<file path="config.mk">
export PLATFORM = sky130hd
export DESIGN_NAME = mealy_symbol_packer
export DESIGN_NICKNAME = d
export VERILOG_FILES = /design/src/rtl/mealy_symbol_packer_pkg.sv /design/src/rtl/mealy_symbol_packer_sync_fifo.sv /design/src/rtl/mealy_symbol_packer.sv
export SDC_FILE = /design/constraint.sdc
export NUM_CORES = 1
export LEC_CHECK = 0
export CORE_MARGIN = 4
export CORE_UTILIZATION = 62
export DETAILED_ROUTE_END_ITERATION = 10
export HOLD_SLACK_MARGIN = 0.02
export MAX_ROUTING_LAYER = met4
export PLACE_DENSITY = 0.95
export SETUP_SLACK_MARGIN = 0.3
export SYNTH_ARGS = -nofsm -noshare
export SYNTH_HDL_FRONTEND = slang
export SYNTH_SLANG_ARGS = --single-unit
</file>
<file path="constraint.sdc">
create_clock -name clk -period 5.6 [get_ports clk]
set_clock_uncertainty 0.15 [all_clocks]
set_input_delay 1.12 -clock clk [delete_from_list [all_inputs] [get_ports clk]]
set_output_delay 1.12 -clock clk [all_outputs]
set_load 0.005 [all_outputs]
</file>
<file path="src/rtl/mealy_symbol_packer_pkg.sv">
// Shared definitions for the Mealy symbol packer: default symbol width and
// packer FSM state encodings.
package mealy_symbol_packer_pkg;

    // Symbol width of the upstream Mealy detector output
    localparam int SYM_W_DEF = 2;

    // Packer states
    typedef enum logic {
        COLLECT = 1'b0,
        STALL   = 1'b1
    } pk_state_e;

endpackage

</file>
<file path="src/rtl/mealy_symbol_packer_sync_fifo.sv">
// sync_fifo: small synchronous FIFO with a registered head entry.
// The head register always holds the oldest entry (or 0 when empty), so the
// consumer sees a flop output rather than a memory read path.
module sync_fifo #(
    parameter int WIDTH = 8,
    parameter int DEPTH = 2
) (
    input  logic             clk,
    input  logic             reset_n,
    input  logic             push,
    input  logic             pop,
    input  logic [WIDTH-1:0] din,
    output logic             full,
    output logic             empty,
    output logic [WIDTH-1:0] dout
);

    localparam int AW = $clog2(DEPTH);

    logic [WIDTH-1:0] mem [DEPTH];
    logic [AW:0]      wr_ptr, rd_ptr, wr_next, rd_next;
    logic [WIDTH-1:0] head_q, head_next;
    logic             do_push, do_pop;

    // Extra pointer bit separates full (MSBs differ) from empty (all equal)
    assign empty   = (wr_ptr == rd_ptr);
    assign full    = (wr_ptr[AW] != rd_ptr[AW]) && (wr_ptr[AW-1:0] == rd_ptr[AW-1:0]);
    assign do_pop  = pop & ~empty;
    assign do_push = push & (~full | do_pop);
    assign wr_next = wr_ptr + (AW+1)'(do_push);
    assign rd_next = rd_ptr + (AW+1)'(do_pop);
    assign dout    = head_q;

    // Next head: zero when empty, bypass the incoming word when it lands at the head
    always_comb begin
        head_next = mem[rd_next[AW-1:0]];
        if (wr_next == rd_next)
            head_next = '0;
        else if (do_push && (wr_ptr[AW-1:0] == rd_next[AW-1:0]))
            head_next = din;
    end

    // Storage array, written on accepted pushes
    always_ff @(posedge clk) begin
        if (do_push)
            mem[wr_ptr[AW-1:0]] <= din;
    end

    // Pointers and registered head
    always_ff @(posedge clk or negedge reset_n) begin
        if (!reset_n) begin
            wr_ptr <= '0;
            rd_ptr <= '0;
            head_q <= '0;
        end else begin
            wr_ptr <= wr_next;
            rd_ptr <= rd_next;
            head_q <= head_next;
        end
    end

endmodule

</file>
<file path="src/rtl/mealy_symbol_packer.sv">
// mealy_symbol_packer: packs SYM_W-bit symbols LSB-first into words of
// SYMS_PER_WORD symbols and queues them for a valid/ready consumer.
// A completed word that finds the FIFO full waits in a pending register
// (STALL); symbols arriving meanwhile are dropped and flagged in overflow.
// Optional macro PACKER_PARITY_EN adds a per-entry even-parity output word_par.
module mealy_symbol_packer
    import mealy_symbol_packer_pkg::*;
#(
    parameter int SYM_W         = SYM_W_DEF,
    parameter int SYMS_PER_WORD = 4,
    parameter int FIFO_DEPTH    = 2
) (
    input  logic                                   clk,
    input  logic                                   reset_n,
    input  logic [SYM_W-1:0]                       sym_in,
    input  logic                                   sym_valid,
    input  logic                                   flush,
    output logic [SYM_W*SYMS_PER_WORD-1:0]         word_out,
    output logic [$clog2(SYMS_PER_WORD+1)-1:0]     word_cnt,
    output logic                                   word_valid,
    input  logic                                   word_ready,
    output logic                                   overflow,
    input  logic                                   clr_ovf,
`ifdef PACKER_PARITY_EN
    output logic                                   word_par,
`endif
    output logic                                   busy
);

    localparam int WORD_W = SYM_W * SYMS_PER_WORD;
    localparam int CNT_W  = $clog2(SYMS_PER_WORD + 1);
`ifdef PACKER_PARITY_EN
    localparam int ENT_W  = WORD_W + CNT_W + 1;
`else
    localparam int ENT_W  = WORD_W + CNT_W;
`endif

    pk_state_e         state;
    logic [WORD_W-1:0] shift_reg, shift_with, pend_word, push_word;
    logic [CNT_W-1:0]  sym_cnt, cnt_with, pend_cnt, push_cnt;
    logic              accept, complete, pop_fire, room, push;
    logic              fifo_full, fifo_empty;
    logic [ENT_W-1:0]  fifo_din, fifo_dout;

    assign pop_fire = ~fifo_empty & word_ready;
    assign room     = ~fifo_full | pop_fire;
    assign accept   = (state == COLLECT) & sym_valid;
    assign cnt_with = sym_cnt + CNT_W'(accept);

    // Word as it would look after including this cycle's symbol
    always_comb begin
        shift_with = shift_reg;
        if (accept)
            shift_with[sym_cnt*SYM_W +: SYM_W] = sym_in;
    end

    // Word closes on the last symbol, or on flush when it holds anything
    assign complete = (state == COLLECT) &
                      ((accept & (sym_cnt == CNT_W'(SYMS_PER_WORD - 1))) |
                       (flush & (cnt_with != '0)));

    // In STALL the FIFO is full, so a pop is the only way the pending word gets in
    assign push_word = (state == STALL) ? pend_word : shift_with;
    assign push_cnt  = (state == STALL) ? pend_cnt  : cnt_with;
    assign push      = (state == STALL) ? pop_fire  : (complete & room);

`ifdef PACKER_PARITY_EN
    assign fifo_din = {^push_word, push_cnt, push_word};
    assign word_par = fifo_dout[ENT_W-1];
`else
    assign fifo_din = {push_cnt, push_word};
`endif

    sync_fifo #(
        .WIDTH (ENT_W),
        .DEPTH (FIFO_DEPTH)
    ) u_fifo (
        .clk     (clk),
        .reset_n (reset_n),
        .push    (push),
        .pop     (word_ready),
        .din     (fifo_din),
        .full    (fifo_full),
        .empty   (fifo_empty),
        .dout    (fifo_dout)
    );

    assign word_out   = fifo_dout[WORD_W-1:0];
    assign word_cnt   = fifo_dout[WORD_W +: CNT_W];
    assign word_valid = ~fifo_empty;
    assign busy       = (sym_cnt != '0) | (state == STALL);

    // Packer FSM: symbol collection, pending-word stall and sticky overflow
    always_ff @(posedge clk or negedge reset_n) begin
        if (!reset_n) begin
            state     <= COLLECT;
            sym_cnt   <= '0;
            shift_reg <= '0;
            pend_word <= '0;
            pend_cnt  <= '0;
            overflow  <= 1'b0;
        end else begin
            // A drop in the same cycle as a clear keeps the flag set
            if ((state == STALL) && sym_valid)
                overflow <= 1'b1;
            else if (clr_ovf)
                overflow <= 1'b0;

            case (state)
                COLLECT: begin
                    if (complete) begin
                        sym_cnt   <= '0;
                        shift_reg <= '0;
                        if (!room) begin
                            pend_word <= shift_with;
                            pend_cnt  <= cnt_with;
                            state     <= STALL;
                        end
                    end else if (accept) begin
                        shift_reg <= shift_with;
                        sym_cnt   <= cnt_with;
                    end
                end
                STALL: begin
                    if (pop_fire)
                        state <= COLLECT;
                end
                default: state <= COLLECT;
            endcase
        end
    end

endmodule
</file>
Word level (Yosys, flattened, before mapping)
Memory sizes are Yosys's and may differ from the RTL's.
Cells that the tools add are included.
Widths: inputs -> output; s select.

word-level totals
  bits in registers = 39
  memory bits (writable) = 22
  input bits = 8
  output and inout port bits = 14
  word-level logic and storage cells = 64
  memories kept = 1

operators by class
  add/subtract/negate cells = 4
  equality and inequality tests = 6
  shift-type cells = 2
  multiplexer cells = 19
  bitwise operators = 14
  reductions and logical operators = 9

memory list
  memory      words  width  rd ports  clocked after Yosys merged registers in  wr ports  line                                 RTL
  u_fifo.mem  2      11     1         0                                        1         mealy_symbol_packer_sync_fifo.sv:20  logic [WIDTH-1:0] mem [DEPTH];

operators with widths
  kind                    count
  $neg 4->34              1
  $shift 2x34->8 const A  1
  $shiftx 2x34->8         1
  $mux 8                  4
  $mux 11                 2
  $mux 3                  3
  $bwmux 8                1
  $mux 1                  8
  $and 1x1->1             7
  $reduce_bool 3->1       2
  $add 2x1->2             2
  $eq 2x2->1              2
  $not 1->1               4
  $reduce_bool 2->1       2
  $add 3x1->3             1
  $eq 3x2->1 const B      1
  $logic_and 1x1->1       3
  $or 1x1->1              3
  $reduce_and 3->1        1
  $eq 1x1->1              2
  $pmux 1 s2              1
  $reduce_and 2->1        1
  $ne 1x1->1              1

Longest topological paths before layout
  depth after elaboration = 13
  gate-level depth with buffers = 11
  gate-level depth less buffers = 9

Hierarchy
Synthesis repeated with hierarchy kept, for this count alone.

unflattened totals
  cell total of the unflattened synthesis = 215
  area, all modules = 2911.5 um^2

by module, submodules not included
  module               instances  cells each  area an instance (um^2)  sequential area each (um^2)
  sync_fifo            1          99          1547.7                   1036.0
  mealy_symbol_packer  1          116         1363.8                   600.6

Least setup slack after synthesis
Ideal clock, no wire load.

  path kind = input port to flip-flop
  from = input port sym_valid
  to = register u_fifo.head_q[0] (netlist: u_fifo.dout[0])
  library setup time = 0.122 ns
  arrival = 3.217 ns
  required time = 5.328 ns
  path slack = 2.111 ns
  stages on the path = 11
  buffers on the path = 2
  cells stage by stage = nor2b_1 -> buf_2 -> ha_1 -> ha_1 -> xor2_1 -> o31ai_2 -> o2bb2ai_2 -> nor3_2 -> a21o_1 -> buf_6 -> nor3_2

on the way
  longest elaborated chain between the ends = 12
  elaborated cells between the ends (all ways) = 17
  classes of those cells = 2 x add/sub; 1 x eq/ne; 5 x mux; 7 x bitwise; 2 x reduce/logical

ends and longest elaborated chain
  item                                                     line                                                                      RTL
  from (decl)                                              mealy_symbol_packer.sv:16                                                 input logic sym_valid,
  $and 1x1->1 *                                            mealy_symbol_packer.sv:47                                                 assign accept = (state == COLLECT) & sym_valid;
  $add 3x1->3                                              mealy_symbol_packer.sv:48                                                 assign cnt_with = sym_cnt + CNT_W'(accept);
  $reduce_bool 3->1                                        mealy_symbol_packer.sv:60                                                 (flush & (cnt_with != '0)));
  $and 1x1->1                                              mealy_symbol_packer.sv:60
  $or 1x1->1                                               mealy_symbol_packer.sv:59                                                 ((accept & (sym_cnt == CNT_W'(SYMS_PER_WORD - 1))) |
  $and 1x1->1                                              mealy_symbol_packer.sv:58                                                 assign complete = (state == COLLECT) &
  $and 1x1->1                                              mealy_symbol_packer.sv:65                                                 assign push = (state == STALL) ? pop_fire : (complete & room);
  $mux 1                                                   mealy_symbol_packer.sv:65
  $and 1x1->1                                              mealy_symbol_packer_sync_fifo.sv:29                                       assign do_push = push & (~full | do_pop);
  $add 2x1->2 / $logic_and 1x1->1 (equally long branches)  mealy_symbol_packer_sync_fifo.sv:30, mealy_symbol_packer_sync_fifo.sv:39
  $eq 2x2->1 / $mux 11 (equally long branches)             mealy_symbol_packer_sync_fifo.sv:37, mealy_symbol_packer_sync_fifo.sv:39
  $mux 11 *                                                mealy_symbol_packer_sync_fifo.sv:37                                       if (wr_next == rd_next)
  named net u_fifo.head_next[0]                            mealy_symbol_packer_sync_fifo.sv:22                                       logic [WIDTH-1:0] head_q, head_next;
  to (signal assigned)                                     mealy_symbol_packer_sync_fifo.sv:58                                       head_q <= head_next;
  to (decl)                                                mealy_symbol_packer_sync_fifo.sv:22

Mark *: on every way through the listed nets, which the timed path passes. The rest lies on a longest branch.
A chain may end at the register's enable or synchronous reset.

Final worst setup path
  from = input port sym_valid
  to = register pend_cnt[0]

on the way
  longest elaborated chain between the ends = 7
  elaborated cells between the ends (all ways) = 8
  classes of those cells = 1 x add/sub; 5 x bitwise; 2 x reduce/logical

ends and longest elaborated chain
  item                        line                        RTL
  $and 1x1->1 *               mealy_symbol_packer.sv:47
  $add 3x1->3                 mealy_symbol_packer.sv:48
  $reduce_bool 3->1           mealy_symbol_packer.sv:60
  $and 1x1->1                 mealy_symbol_packer.sv:60
  $or 1x1->1                  mealy_symbol_packer.sv:59
  $and 1x1->1                 mealy_symbol_packer.sv:58
  $reduce_and 3->1 (no line)  --
  to (signal assigned)        mealy_symbol_packer.sv:116  pend_cnt <= cnt_with;
  to (decl)                   mealy_symbol_packer.sv:40   logic [CNT_W-1:0] sym_cnt, cnt_with, pend_cnt, push_cnt;

Every way passes the cells marked *; elsewhere a longest branch is shown, timed or not.

==> flow_metrics.env <==
export IMPL_status="finished, final reports clean"
export IMPL_worstSetupEndpoint="pend_cnt[0]$_DFFE_PN0P_"
export IMPL_slew_headroom_pct=39.5
export IMPL_final_area_um2=3290
export IMPL_place_hpwl_um=3830
export IMPL_setup_viol=0
export IMPL_setup_tns_ns=0
export IMPL_place_area_um2=3110
export IMPL_cp_max_fo=20
export IMPL_cts_root_buf="clkbuf_8"
export IMPL_critical_path_startpoint="sym_valid"
export IMPL_area_delta_synth_final_pct=13.1
export IMPL_cts_hold_buf=0
export IMPL_seqCellArea_um2=1640
export IMPL_place_congestion=0.883
export IMPL_die_h_um=76.5
export IMPL_first_iter_violations=126
export IMPL_grt_pass1_wl_um=10000
export IMPL_syn_nets=259
export IMPL_multi_input_area_um2=1160
export IMPL_largest_reg_flops=22
export IMPL_r2r_setup_slack_ns=1.87
export IMPL_final_common_cell="dfrtp_1"
export IMPL_grt_max_degree=40
export IMPL_final_cell_mix="39 x dfrtp_1, 24 x nor2_1, 22 x nand2_1, 22 x edfxtp_1, 20 x clkdlybuf4s50_1"
export IMPL_cellLeakagePower_nw=1.41
export IMPL_yosys_top_cells_area="dfrtp_1 34%, edfxtp_1 23%, mux2i_1 4.8%, mux2_2 4.6%, ha_1 3.4%"
export IMPL_post_route_period_util_pct=81.1
export IMPL_tightest_slew_ns=0.908
export IMPL_grt_overflow=0
export IMPL_drc_errors=0
export IMPL_worst_slack_ns=1.06
export IMPL_grt_pass1_vias=1996
export IMPL_crit_slowest_cell="a21oi_1"
export IMPL_start_util_pct=65.4
export IMPL_worstSetupStartpointType="input port"
export IMPL_period_minus_slack_ns=4.54
export IMPL_clock_path_buffers=2
export IMPL_worstPathCellList="clkdlybuf4s50_1 > nor2b_1 > ha_1 > ha_1 > xor2_1 > o31ai_2 > a21oi_1 > nand4b_1 > mux2_2"
export IMPL_die_area_um2=5850
export IMPL_numClockSinks=61
export IMPL_num_vias=1907
export IMPL_end_kind="flip-flop"
export IMPL_port_buffers=21
export IMPL_fillers=291
export IMPL_post_cts_setup_buffers=0
export IMPL_synth_edff_count=22
export IMPL_via_per_inst=5.92
export IMPL_ir_drop_v=0.000357
export IMPL_cp_required_ns=5.66
export IMPL_clock_fmax_ghz=0.220
export IMPL_io_pins=22
export IMPL_finalNetCount=281
export IMPL_avgSynthCellArea_um2=12.0
export IMPL_cts_made_buffers=9
export IMPL_r2r_end="pend_cnt[0]$_DFFE_PN0P_"
export IMPL_cts_tree="done"
export IMPL_postRouteAntennaNets=0
export IMPL_synthFlopType="dfrtp_1"
export IMPL_rsz0062_at_grt="no"
export IMPL_total_power_w=0.00217
export IMPL_clk_pin_slew_ns=0.07
export IMPL_crit_top_cell="ha_1"
export IMPL_h_tree_depth=3
export IMPL_arrival_ns=4.60
export IMPL_synth_top_area_share_pct=33.6
export IMPL_wirelength_um=5740
export IMPL_synth_cell_types=42
export IMPL_ys_seq_elements=61
export IMPL_async_flop_share_pct=63.9
export IMPL_synth_top_area_cell="dfrtp_1"
export IMPL_die_x_um=76.5
export IMPL_postSynthCellCount=243
export IMPL_wl_per_cell_um=17.8
export IMPL_track_usage_pct=22.9
export IMPL_insertion_delay_ns=0.33
export IMPL_drv_slew=0
export IMPL_seq_area_frac_synth_pct=56.3
export IMPL_rows=24
export IMPL_hold_viol=0
export IMPL_dp_slack_ns=0.778
export IMPL_diodes=0
export IMPL_r2r_start="state$_DFF_PN0_"
export IMPL_cts_resized=0
export IMPL_drive_gt1_share_pct=17.0
export IMPL_coreArea_um2=4440
export IMPL_syn_area_um2=2910
export IMPL_min_path_type="reg2reg"
export IMPL_p_per_area_nw_per_um2=661
export IMPL_r2r_cells=8
export IMPL_drtPass1Iterations=4
export IMPL_critical_path_class="in2reg"
export IMPL_cpPeakStageDelay_ns=0.72
export IMPL_antenna_found_initial=0
export IMPL_drv_cap=0
export IMPL_synth_warnings=0
-- worst min-delay path by stage --
stage	startpoint	to	slack, ns	cells after the start
after floorplan	pend_word[0]$_DFFE_PN0P_	pend_word[0]$_DFFE_PN0P_	0.30	2
after global placement	pend_word[2]$_DFFE_PN0P_	pend_word[2]$_DFFE_PN0P_	0.31	2
after detailed placement	pend_word[6]$_DFFE_PN0P_	pend_word[6]$_DFFE_PN0P_	0.32	2
after CTS	pend_word[7]$_DFFE_PN0P_	pend_word[7]$_DFFE_PN0P_	0.34	2
after global routing	pend_word[7]$_DFFE_PN0P_	pend_word[7]$_DFFE_PN0P_	0.36	2
final	pend_word[7]$_DFFE_PN0P_	pend_word[7]$_DFFE_PN0P_	0.33	2
-- cell usage after synthesis (2+ instances only) --
library cell / instances
and3_1: 3
mux2_2: 12
a21oi_2: 2
o21ai_0: 10
nor3_2: 7
a21oi_1: 15
edfxtp_1: 22
xor2_1: 4
inv_1: 7
mux2i_1: 14
a211oi_2: 4
nand3_1: 4
buf_2: 2
nor3_1: 2
nand4b_1: 3
and2_1: 3
clkbuf_1: 4
nand2_1: 22
nor4_1: 2
dfrtp_1: 39
ha_1: 8
buf_6: 4
or2_1: 4
nor2_1: 24
a31oi_1: 2
xnor2_1: 4
-- through the flow --
step / cells / hold slack [ns] / util [%]
after global placement: 306 / 0.312 / 69.9
after detailed placement: 306 / 0.323 / 69.9
after global routing: 322 / 0.356 / 74.0
final: 322 / 0.335 / 74.0
after CTS: 322 / 0.338 / 74.0
after floorplan: 243 / 0.301 / -
-- report_power, final --
| part | total [W] | internal (W) | switching (W) |
|---|---|---|---|
| Sequential | 0.000730 | 0.000654 | 0.0000768 |
| Combinational | 0.00108 | 0.000469 | 0.000609 |
| Clock | 0.000366 | 0.000200 | 0.000166 |
-- area by class of cell --
cell class / count / share of cell area, %
timing repair buffer: 23 / 6.70
clock inverter: 6 / 1.64
clock buffer: 10 / 3.88
multi-input combinational: 163 / 35.2
sequential: 61 / 49.8
inverter: 7 / 0.799
tap: 52 / 1.98
-- worst max-delay path, delay by kind of cell --
kind	cells	cell delay (ns)
simple gates	2	0.93
compound gates	2	0.85
buf+inv	1	0.55
mux	1	0.52
fa+ha+maj	2	0.36
xor+xnor	1	0.27
-- cell families after synthesis --
logic type | share of synthesized area (%)
AOI/OAI and AO/OA | 8.99
adders and majority gates | 3.44
muxes | 9.47
buffers and inverters | 3.87
and+or+nand+nor | 15.0
xor gates and xnor gates | 2.97
DFF | 56.3
-- routing by layer --
layer  routed length [um]  global-route usage (%)  vias to the layer above  share of wire, %
li1                     -                       -                      899                 -
met1                 2480                    27.3                      950                43
met2                 2960                    37.6                       45                52
met3                  193                    4.73                       13               3.4
met4                  105                    9.96                        0               1.8
met5                    0                       -                        -                 0
Power figures use the tool's default switching activity.
